File: src/rtl/imem_loader.sv
// rtl/imem_loader.sv - boot-time byte-stream loader for the instruction memory
//
// Accepts a stream of: 2-byte word count N (LSB first), 4N payload bytes
// (little-endian words), 1 XOR checksum byte. Each assembled word goes to the
// instruction memory write port. The core is held in reset until the image
// has loaded and its checksum has verified.
//
// Ports:
//   clk         system clock, rising edge
//   rst         asynchronous active-low reset
//   start       single-cycle load request (honoured in IDLE, DONE, ERR)
//   byte_in     stream data
//   byte_valid  byte_in is valid
//   byte_ready  loader accepts a byte this cycle
//   im_we       instruction-memory write strobe (one cycle per word)
//   im_addr     word address for the write
//   im_wdata    word to write
//   cpu_hold    high holds the core in reset (low only in DONE)
//   done        image loaded and verified
//   error       load failed (bad header or checksum)
module imem_loader #(
    parameter int DEPTH  = 1024,
    parameter int ADDR_W = 10
) (
    input  logic              clk,
    input  logic              rst,
    input  logic              start,
    input  logic [7:0]        byte_in,
    input  logic              byte_valid,
    output logic              byte_ready,
    output logic              im_we,
    output logic [ADDR_W-1:0] im_addr,
    output logic [31:0]       im_wdata,
    output logic              cpu_hold,
    output logic              done,
    output logic              error
);

    typedef enum logic [2:0] {
        S_IDLE,
        S_HDR0,
        S_HDR1,
        S_PAYLOAD,
        S_CHECK,
        S_DONE,
        S_ERR
    } state_t;

    localparam logic [16:0] DEPTH_L = 17'(DEPTH);

    state_t              state_q, state_d;
    logic [15:0]         n_q, n_d;
    logic [ADDR_W:0]     idx_q, idx_d;
    logic [1:0]          bcnt_q, bcnt_d;
    logic [23:0]         asm_q, asm_d;
    logic [7:0]          csum_q, csum_d;
    logic                we_q, we_d;
    logic [ADDR_W-1:0]   addr_q, addr_d;
    logic [31:0]         wdata_q, wdata_d;

    logic                accept;
    logic [15:0]         n_new;
    logic [ADDR_W:0]     idx_inc;

    // Status outputs are pure decodes of the state register, so they carry
    // no combinational path from any input and follow the async reset.
    assign byte_ready = (state_q == S_HDR0) || (state_q == S_HDR1) ||
                        (state_q == S_PAYLOAD) || (state_q == S_CHECK);
    assign done       = (state_q == S_DONE);
    assign error      = (state_q == S_ERR);
    assign cpu_hold   = (state_q != S_DONE);
    assign im_we      = we_q;
    assign im_addr    = addr_q;
    assign im_wdata   = wdata_q;

    assign accept  = byte_valid & byte_ready;
    assign n_new   = {byte_in, n_q[7:0]};
    assign idx_inc = idx_q + 1'b1;

    always_ff @(posedge clk or negedge rst) begin
        if (!rst) begin
            state_q <= S_IDLE;
            n_q     <= '0;
            idx_q   <= '0;
            bcnt_q  <= '0;
            asm_q   <= '0;
            csum_q  <= '0;
            we_q    <= 1'b0;
            addr_q  <= '0;
            wdata_q <= '0;
        end else begin
            state_q <= state_d;
            n_q     <= n_d;
            idx_q   <= idx_d;
            bcnt_q  <= bcnt_d;
            asm_q   <= asm_d;
            csum_q  <= csum_d;
            we_q    <= we_d;
            addr_q  <= addr_d;
            wdata_q <= wdata_d;
        end
    end

    always_comb begin
        state_d = state_q;
        n_d     = n_q;
        idx_d   = idx_q;
        bcnt_d  = bcnt_q;
        asm_d   = asm_q;
        csum_d  = csum_q;
        we_d    = 1'b0;
        addr_d  = addr_q;
        wdata_d = wdata_q;

        case (state_q)
            S_IDLE, S_DONE, S_ERR: begin
                if (start) begin
                    state_d = S_HDR0;
                    idx_d   = '0;
                    bcnt_d  = '0;
                    csum_d  = '0;
                end
            end
            S_HDR0: begin
                if (accept) begin
                    n_d     = {8'h00, byte_in};
                    state_d = S_HDR1;
                end
            end
            S_HDR1: begin
                if (accept) begin
                    n_d = n_new;
                    if (n_new == 16'd0 || {1'b0, n_new} > DEPTH_L) begin
                        state_d = S_ERR;
                    end else begin
                        state_d = S_PAYLOAD;
                    end
                end
            end
            S_PAYLOAD: begin
                if (accept) begin
                    csum_d = csum_q ^ byte_in;
                    bcnt_d = bcnt_q + 2'd1;
                    case (bcnt_q)
                        2'd0: asm_d[7:0]   = byte_in;
                        2'd1: asm_d[15:8]  = byte_in;
                        2'd2: asm_d[23:16] = byte_in;
                        default: begin
                            // Fourth byte: the word is complete this edge.
                            wdata_d = {byte_in, asm_q};
                            addr_d  = idx_q[ADDR_W-1:0];
                            we_d    = 1'b1;
                            idx_d   = idx_inc;
                            if ({{(15-ADDR_W){1'b0}}, idx_inc} == n_q) begin
                                state_d = S_CHECK;
                            end
                        end
                    endcase
                end
            end
            S_CHECK: begin
                if (accept) begin
                    state_d = (byte_in == csum_q) ? S_DONE : S_ERR;
                end
            end
            default: state_d = S_IDLE;
        endcase
    end

endmodule

File: config.mk
export PLATFORM = sky130hd
export DESIGN_NAME = imem_loader
export DESIGN_NICKNAME = d
export VERILOG_FILES = /design/src/rtl/imem_loader.sv
export SDC_FILE = /design/constraint.sdc
export NUM_CORES = 1
export LEC_CHECK = 0
export BUFFER_PORTS_ARGS = -buffer_cell sky130_fd_sc_hd__clkbuf_2
export CORE_MARGIN = 1.5
export CORE_UTILIZATION = 52
export DETAILED_ROUTE_END_ITERATION = 6
export PLACE_DENSITY = 0.75
export SLEW_MARGIN = 20
export SYNTH_ARGS = -nofsm -noshare
export SYNTH_HDL_FRONTEND = slang
export SYNTH_SLANG_ARGS = --single-unit
File: constraint.sdc
create_clock -name clk -period 2 [get_ports clk]
set_clock_uncertainty 0.05 [all_clocks]
set_input_delay 0.2 -clock clk [delete_from_list [all_inputs] [get_ports clk]]
set_output_delay 0.2 -clock clk [all_outputs]
set_load 0.005 [all_outputs]
After elaboration in Yosys (flattened, before gate mapping)
Index checks and enable logic that the tools add are counted.
{"block": "op_classes", "bitwise_logic": 4, "eq_ne": 18, "magnitude_cmp": 1, "shift": 0, "n_reduce_logical": 20, "n_mul": 0, "addsub": 2, "n_mux": 26, "div_mod_pow": 0}
{"cell": "$mux 11", "count": 3}
{"cell": "$mux 16", "count": 2}
{"cell": "$pmux 16 s2", "count": 1}
{"cell": "$mux 3", "count": 8}
{"cell": "$pmux 11 s2", "count": 1}
{"cell": "$reduce_and 3->1", "count": 7}
{"cell": "$eq 11x16->1", "count": 1}
{"cell": "$gt 16x11->1 const B", "count": 1}
{"cell": "$logic_not 16->1", "count": 1}
{"cell": "$mux 8", "count": 2}
{"cell": "$pmux 8 s2", "count": 1}
{"cell": "$pmux 3 s5", "count": 1}
{"cell": "$ne 2x2->1 const B", "count": 6}
{"cell": "$add 11x1->11 const B", "count": 1}
{"cell": "$eq 3x3->1 const B", "count": 3}
{"cell": "$eq 8x8->1", "count": 1}
{"cell": "$xor 8x8->8", "count": 1}
{"cell": "$reduce_and 7->1", "count": 1}
{"cell": "$eq 3x2->1 const B", "count": 2}
{"cell": "$mux 2", "count": 3}
{"cell": "$reduce_or 3->1", "count": 2}
{"cell": "$logic_or 1x1->1", "count": 4}
{"cell": "$pmux 2 s2", "count": 1}
{"cell": "$reduce_and 4->1", "count": 1}
{"cell": "other kinds (12)", "count": 16}
{"block": "totals", "elab_cells": 83, "register_bits": 107, "latchBits": 0, "output_inout_bits": 47, "romBits": 0, "ramBits": 0, "n_memories": 0}

Logic depth before layout (Yosys ltp)
Gate-level depths: netlist of run 1.
{"block": "depth", "depth_word": 7, "ltp_mapped": 9, "ltp_nobuf": 7}

Worst setup path after synthesis of run 1
No wires, ideal clock.
{"block": "synth_path", "kind": "flip-flop to flip-flop", "start": "register state_q[0]", "end": "register state_q[1]", "required_ns": 1.822, "period_less_slack_ns": 2.168, "arrival_time_ns": 1.990, "slack_ns": -0.168, "path_stages_with_launch": 8, "path_cell_list": "dfrtp_1 > clkbuf_1 > mux2_2 > o221a_2 > a21oi_1 > mux2_2 > nor2_1 > o21ai_0"}
{"block": "synth_between", "elab_chain_cells": 7}
{"item": "from (decl)", "line": "51", "text": "state_t state_q, state_d;"}
{"item": "from (signal assigned)", "line": "92", "text": "state_q <= state_d;"}
{"item": "$eq 3x1->1 or $eq 3x2->1 (tied branches)", "line": "67, 115"}
{"item": "$logic_or 1x1->1 (2 in series)", "line": "67", "text": "assign byte_ready = (state_q == S_HDR0) || (state_q == S_HDR1) ||"}
{"item": "$logic_or 1x1->1", "line": "68", "text": "(state_q == S_PAYLOAD) || (state_q == S_CHECK);"}
{"item": "$and 1x1->1", "line": "76", "text": "assign accept = byte_valid & byte_ready;"}
{"item": "$ne 2x2->1 (no line)"}
{"item": "$reduce_and 7->1 (no line)"}
Parallel ways exist; a longest one is shown, timed or not.
A chain may end at the register's enable or synchronous reset.

Final worst setup path of run 1
{"block": "layout_path", "start": "register idx_q[1]", "end": "register state_q[2]"}
{"block": "layout_between", "elab_chain_cells": 4}
{"item": "from (decl)", "line": "53", "text": "logic [ADDR_W:0] idx_q, idx_d;"}
{"item": "from (signal assigned)", "line": "94", "text": "idx_q <= idx_d;"}
{"item": "$add 11x1->11", "line": "78", "text": "assign idx_inc = idx_q + 1'b1;"}
{"item": "$eq 11x16->1", "line": "154", "text": "if ({{(15-ADDR_W){1'b0}}, idx_inc} == n_q) begin"}
{"item": "$ne 2x1->1 (no line)"}
{"item": "$reduce_and 7->1 (no line)"}
No other way between the ends.

==> results of run 1 <==
==> sequential cells by signal (all words and copies together) (netlist names) <==
name      cells
n_q          16
state_q       3
im_we         1
csum_q        8
im_addr      10
idx_q        11
asm_q        24
im_wdata     32
bcnt_q        2
==> power by group <==
group / internal, µW / switching [µW]
Combinational: 1260 / 1220
Sequential: 2950 / 535
Clock: 479 / 786
Total: 4700 / 2540
==> cell usage after synthesis <==
library cell,n
o221a_2,1
nand4_1,2
nor2b_1,3
nand3b_1,1
o21ai_1,2
and3_1,6
ha_1,5
a31o_2,1
nor2_1,17
clkbuf_1,24
nor3_1,8
buf_2,2
buf_1,1
xor2_1,15
xnor2_1,11
a22o_1,1
nand2b_1,2
o211ai_1,1
and3b_1,1
a211oi_1,1
and2_1,1
o21a_1,1
a22oi_1,8
o311a_1,2
or3_1,2
dfrtp_1,107
a21oi_1,5
or3_2,1
o22ai_1,1
clkbuf_2,1
nor4_1,7
o31ai_1,6
inv_1,9
nand2_1,122
o21ai_0,52
or4_1,2
nand3_1,6
buf_4,1
mux2_2,50
==> cell families after synthesis <==
family	Yosys count	share of synthesized area (%)
AO/OA/AOI/OAI	82	9.69
multiplexers	50	11.4
buffers and inverters	38	3.04
adder cells (fa/ha/maj)	5	1.27
flip-flops	107	54.3
AND/OR/NAND/NOR	181	15.7
XOR/XNOR	26	4.62
==> worst max-delay path, stage by stage (launching register included) <==
cell and delay (ns):
dfrtp_1 0.42, ha_4 0.25, xor2_1 0.16, nor4_2 0.24, nand2_1 0.08, or3_1 0.33, or4_1 0.41, o21ai_1 0.13
==> area by class of cell <==
class | instances | area (µm²)
clock buffer | 10 | 128
clock inverter | 6 | 61.3
fill | 730 | 3290
inverter | 9 | 33.8
multi-input combinational | 344 | 2160
sequential | 107 | 2680
tap | 129 | 161
timing repair buffer | 111 | 722
==> layer usage <==
layer / up-vias / wire length [µm]
met1: 1885 / 5040
li1: 1849 / -
met2: 99 / 5880
met5: - / 0
met4: 0 / 333
met3: 26 / 404
==> final timing paths <==
path	startpoint	end	slack, ns	cells after the start
max reg2reg	idx_q[1]$_DFFE_PN0P_	state_q[2]$_DFFE_PN0P_	-0.13	7
max in group asynchronous	rst	n_q[11]$_DFFE_PN0P_	0.94	3
min	byte_in[7]	csum_q[7]$_DFFE_PN0P_	0.08	3
min reg2reg	asm_q[12]$_DFFE_PN0P_	im_wdata[12]$_DFFE_PN0P_	0.42	2
min in group asynchronous	rst	im_wdata[13]$_DFFE_PN0P_	0.24	2
max	idx_q[1]$_DFFE_PN0P_	state_q[2]$_DFFE_PN0P_	-0.13	7
==> per-stage QoR <==
stage	power [µW]	setup WS (ns)	hold WS, ns
after CTS	7270	-0.148	0.0588
after global routing	7730	-0.279	0.0723
after floorplan	4940	-0.0603	-0.146
after detailed placement	5970	-0.152	0.135
after global placement	5830	-0.160	0.119
final	7240	-0.129	0.0762
==> what timing repair did <==
action	in CTS	in global routing
hold endpoints to repair	33	0
setup buffers	0	0
pin swaps	2	0
setup endpoints to repair	4	36
hold buffers	1	0
resized for setup	6	5
==> summary.md, run 1 <==
| Metric | Value |
|---|---|
| Status | `finished, violations left` |
| Violated checks | `negative setup slack` |
| Endpoints failing setup | `3` |
| First-pass GRT wire length | `19700 µm` |
| Post-synth top area cell | `dfrtp_1` |
| Met1 global-route usage | `33.0%` |
| Post-DP HPWL | `8390 µm` |
| CP Launch Type | `flop` |
| Placed cell count | `699` |
| CTS buffer count | `9` |
| Global Route met2 Usage | `42.5%` |
| Clock root buffer | `clkbuf_8` |
| Worst setup EP type | `flop` |
| Leakage | `0.00288 µW` |
| Yosys reg bits | `107` |
| Vias in the first global route | `3979` |
| Fraction of the cycle the final worst path needs | `106%` |
| Iter 0 DRT Violations | `171` |
| Die Footprint | `10100 µm²` |
| Setup tns final | `-0.169 ns` |
| Syn Nets | `506` |
| Final #Nets | `599` |
| Wire per inst | `16.3 µm` |
| Post-synth top area share | `54.3%` |
| Initial core utilization | `53.4%` |
| PD cells | `1220 nW/µm²` |
| Row count | `35` |
| M3 GR Usage | `4.81%` |
| Commonest cells after routing, fill and taps aside | `121 x nand2_1, 104 x dfrtp_1, 57 x clkbuf_2` |
| Layout area overhead | `20.5%` |
| Final Cell Area | `5950 µm²` |
| Post-layout util | `64.4%` |
| Cell count after synthesis | `489` |
| Vias | `3859` |
| Distinct cells, synth | `39` |
| Crit path time final | `2.13 ns` |
| Reg clk slew, reported paths | `0.11 ns` |
| Seq/Total Area, Yosys | `54.3%` |
| Max-cap viol count | `0` |
| Largest net degree at the start of global routing | `48` |
| Initial antenna violation count | `0` |
| PortBufs | `58` |
| Fin. max-slew vios | `0` |
| Netlist Area Pre-Place | `4930 µm²` |
| Vias per std cell | `5.39` |
| H-tree levels | `3` |
| Most Crowded Layer GR | `met2` |
| Area of the core | `9240 µm²` |
| CTS tree | `yes` |
| Drt first pass iters | `4` |
| Worst skew pair latency | `0.37 ns` |
| Share of cells above drive strength 1 | `32.4%` |
| Die X | `100 µm` |
| Hold Crit Class | `primary input to flop` |
| Worst setup path class | `flop to flop` |
| Final Hold Fails | `0` |
| Peak supply drop | `0.703 mV` |
| Ant diodes | `0` |
| RSZ-0062 raised after global routing | `yes` |
| Clock sink count | `107` |
| FMAX | `470 MHz` |
| Post-detailed-route count of antenna-violating nets | `0` |
| GRT overflow | `0` |
| Slew margin rel. | `60.2%` |
| DRC Markers | `0` |
| Required @ worst endpoint | `2.26 ns` |
| Largest cells by area after synthesis | `dfrtp_1 54%, mux2_2 11%, nand2_1 9.3%, o21ai_0 5.3%, xor2_1 2.7%` |
| Avg Cell Area, Syn | `10.1 µm²` |
| Die height | `100 µm` |
| Dpl cell area | `5710 µm²` |
| Final Wtd Congestion | `0.902` |
| Overall Global Routing Usage | `25.5%` |
| Io pins | `59` |
| WP data arrival | `2.39 ns` |
| Clock Path Buffers | `2` |
| Actual slew at the worst max-slew pin | `0.592 ns` |
| Synth warn | `0` |
| Post-route insts no fill | `716` |
| Commonest non-fill, non-tap cell in the layout | `nand2_1` |
| Routed WL | `11700 µm` |
| Fin worst setup slack | `-0.129 ns` |
| CP Max Fanout | `2` |
(Power assumes the default switching activity.)
==> inputs of run 2 (changes only) <==
--- a/config.mk
+++ b/config.mk
@@ -6,6 +6,7 @@
 export NUM_CORES = 1
 export LEC_CHECK = 0
 export BUFFER_PORTS_ARGS = -buffer_cell sky130_fd_sc_hd__clkbuf_2
+export CORE_ASPECT_RATIO = 1.5
 export CORE_MARGIN = 1.5
 export CORE_UTILIZATION = 52
 export DETAILED_ROUTE_END_ITERATION = 6
==> summary.md, run 2 (synthesis gave the netlist of run 1 again) <==
| Metric | Value |
|---|---|
| Status | `finished, violations left` |
| Violated checks | `negative setup slack` |
| Die X | `82.5 µm (-18%)` |
| Setup repair bufs after CTS | `0 (unchanged)` |
| Clock root buffer | `clkbuf_16` |
| Hold Crit Class | `primary input to flop` |
| Dpl cell area | `5710 µm² (about the same)` |
| Commonest non-fill, non-tap cell in the layout | `nand2_1` |
| Share of cells above drive strength 1 | `32.3% (-0.055 points)` |
| Vias | `3874 (+0.39%)` |
| PD cells | `1310 nW/µm² (+7.4%)` |
| Clock Path Buffers | `2 (unchanged)` |
| Initial core utilization | `53.3% (-0.079 points)` |
| Io pins | `59 (unchanged)` |
| WP data arrival | `2.50 ns (+0.11 ns)` |
| Reg2reg setup slack | `-0.27 ns (-0.14 ns)` |
| Post-route insts no fill | `700 (-2.2%)` |
| Reg clk slew, reported paths | `0.07 ns (-0.04 ns)` |
| Fin worst setup slack | `-0.265 ns (-0.136 ns)` |
| FMAX | `441 MHz (-6.0%)` |
| Die height | `122 µm (+22%)` |
| First-pass GRT wire length | `18500 µm (-6.3%)` |
| Endpoints failing setup | `3 (unchanged)` |
| Fraction of the cycle the final worst path needs | `113% (+6.8 points)` |
| Drt first pass iters | `4 (unchanged)` |
| Crit path largest cell delay | `0.42 ns (about the same)` |
| Routed WL | `11600 µm (-0.39%)` |
| Max FFs per register | `32 (unchanged)` |
| Vias per std cell | `5.53 (+2.7%)` |
| Layout area overhead | `23.1%` |
| Met2 wire len | `6360 µm (+8.2%)` |
| H-tree levels | `3 (unchanged)` |
| Commonest cells after routing, fill and taps aside | `118 x nand2_1, 106 x dfrtp_1, 57 x clkbuf_2` |
| Max-cap viol count | `0 (unchanged)` |
| CTS tree | `yes` |
| Placed cell count | `683 (-2.3%)` |
| Hold EP | `csum_q[7]$_DFFE_PN0P_` |
| CP cell instances | `ha_4 > xor2_1 > nor4_2 > nand2_1 > or3_1 > or4_1 > o21ai_1` |
| FF+latch area | `2680 µm² (about the same)` |
| Die Footprint | `10100 µm² (+0.12%)` |
| Worst skew pair latency | `0.35 ns (-0.02 ns)` |
| RSZ-0062 raised after global routing | `yes` |
| Ant diodes | `0 (unchanged)` |
| Post-DP HPWL | `8260 µm (-1.5%)` |
| Reg2reg start | `idx_q[1]$_DFFE_PN0P_` |
| Multi-input logic area | `2160 µm² (-0.17%)` |
| Worst path slowest cell | `dfrtp_1` |
| Tot Pwr | `7940 µW (+9.7%)` |
| Wire length on met1 | `4480 µm (-11%)` |
| Fillers | `723 (-0.96%)` |
| Largest net degree at the start of global routing | `58 (+21%)` |
| Peak supply drop | `0.845 mV (+20%)` |
| Iter 0 DRT Violations | `154 (-9.9%)` |
| Reg2reg path depth | `7 (unchanged)` |
| Post-detailed-route count of antenna-violating nets | `0 (unchanged)` |
| Wire per inst | `16.6 µm (+1.9%)` |
| Hold path startpoint | `byte_in[7]` |
| DRC Markers | `0 (unchanged)` |
| Clock sink count | `107 (unchanged)` |
| WL met3 | `360 µm (-11%)` |
| GRT overflow | `0 (unchanged)` |
| Reg2reg end | `state_q[2]$_DFFE_PN0P_` |
| Vias in the first global route | `3895 (-2.1%)` |
| Hold depth | `3 (unchanged)` |
| Final Hold Fails | `0 (unchanged)` |
| Final #Nets | `600 (+0.17%)` |
| Slew margin rel. | `56.1% (-4.1 points)` |
| Highest routed metal layer | `met4` |
| Worst setup path class | `flop to flop` |
| Crit path time final | `2.27 ns (+0.136 ns)` |
| Final Cell Area | `6070 µm² (+2.1%)` |
| Row count | `43 (+23%)` |
| CTS buffer count | `9 (unchanged)` |
| Overall Global Routing Usage | `24.6% (-0.85 points)` |
| Required @ worst endpoint | `2.23 ns (-0.03 ns)` |
| Hold Slack | `0.174 ns (+0.0973 ns)` |
| CP Launch Type | `flop` |
| Area of the core | `9250 µm² (+0.15%)` |
| Leakage | `0.00297 µW (+2.9%)` |
| Fin. max-slew vios | `0 (unchanged)` |
| Final Wtd Congestion | `0.908 (+0.69%)` |
| Actual slew at the worst max-slew pin | `0.654 ns (+0.0615 ns)` |
| Worst setup EP type | `flop` |
| CP Max Fanout | `2 (unchanged)` |
| PortBufs | `58 (unchanged)` |
| Initial antenna violation count | `0 (unchanged)` |
## run 2: changes by cell type in the layout (fill, tap and decap cells not counted), sizes merged
cell	change
buf	+1
bufinv	+2
clkbuf	-1
clkinv	-1
clkinvlp	-1
inv	+1
## run 2: through the flow
step / worst slack, ns / utilization, % / setup TNS (ns)
6_report: -0.265 / 65.6 / -0.596
5_1_grt: -0.367 / 65.6 / -0.921
4_1_cts: -0.215 / 65.4 / -0.439
3_5_place_dp: -0.244 / 61.7 / -0.584
3_3_place_gp: -0.199 / 61.7 / -0.366
2_1_floorplan: -0.0603 / - / -0.0603
## run 2: how the worst max path moves through the flow
stage / end / from / cells after the start
2_1_floorplan: state_q[2]$_DFFE_PN0P_ / idx_q[1]$_DFFE_PN0P_ / 7
3_3_place_gp: state_q[2]$_DFFE_PN0P_ / n_q[11]$_DFFE_PN0P_ / 6
3_5_place_dp: state_q[2]$_DFFE_PN0P_ / n_q[11]$_DFFE_PN0P_ / 6
4_1_cts: state_q[2]$_DFFE_PN0P_ / idx_q[1]$_DFFE_PN0P_ / 7
5_1_grt: state_q[2]$_DFFE_PN0P_ / idx_q[1]$_DFFE_PN0P_ / 7
6_report: state_q[2]$_DFFE_PN0P_ / idx_q[1]$_DFFE_PN0P_ / 7
## run 2: worst max-delay path, delay by kind of cell (launching register included)
| family | cells | cell delay, ns |
|---|---|---|
| and+or+nand+nor | 4 | 1.17 |
| adders and majority gates | 1 | 0.26 |
| xor gates and xnor gates | 1 | 0.18 |
| AOI/OAI and AO/OA | 1 | 0.12 |
| DFF | 1 | 0.42 |
## run 2: where the power goes
part	switching, µW	internal (µW)
registers	525	2960
logic	1240	1290
clock network	812	1110
## run 2: cell type report
type,count,area share (%)
Clock buffer,9,3.71
Sequential cell,107,44.1
Tap cell,112,2.31
Multi-Input combinational cell,344,35.5
Timing Repair Buffer,112,12.2
Inverter,9,0.556
Clock inverter,7,1.63
## run 2: metal layers
metal,GRT usage [%],up-vias
li1,-,1855
met5,0,-
met2,44.8,84
met3,4.91,32
met1,26.6,1903
met4,11.6,0
## run 2: timing repair
item                                    CTS  global route
endpoints found under the setup margin    3            34
endpoints found under the hold margin    30             0
hold buffers                              1             0
resized for setup                         2             5
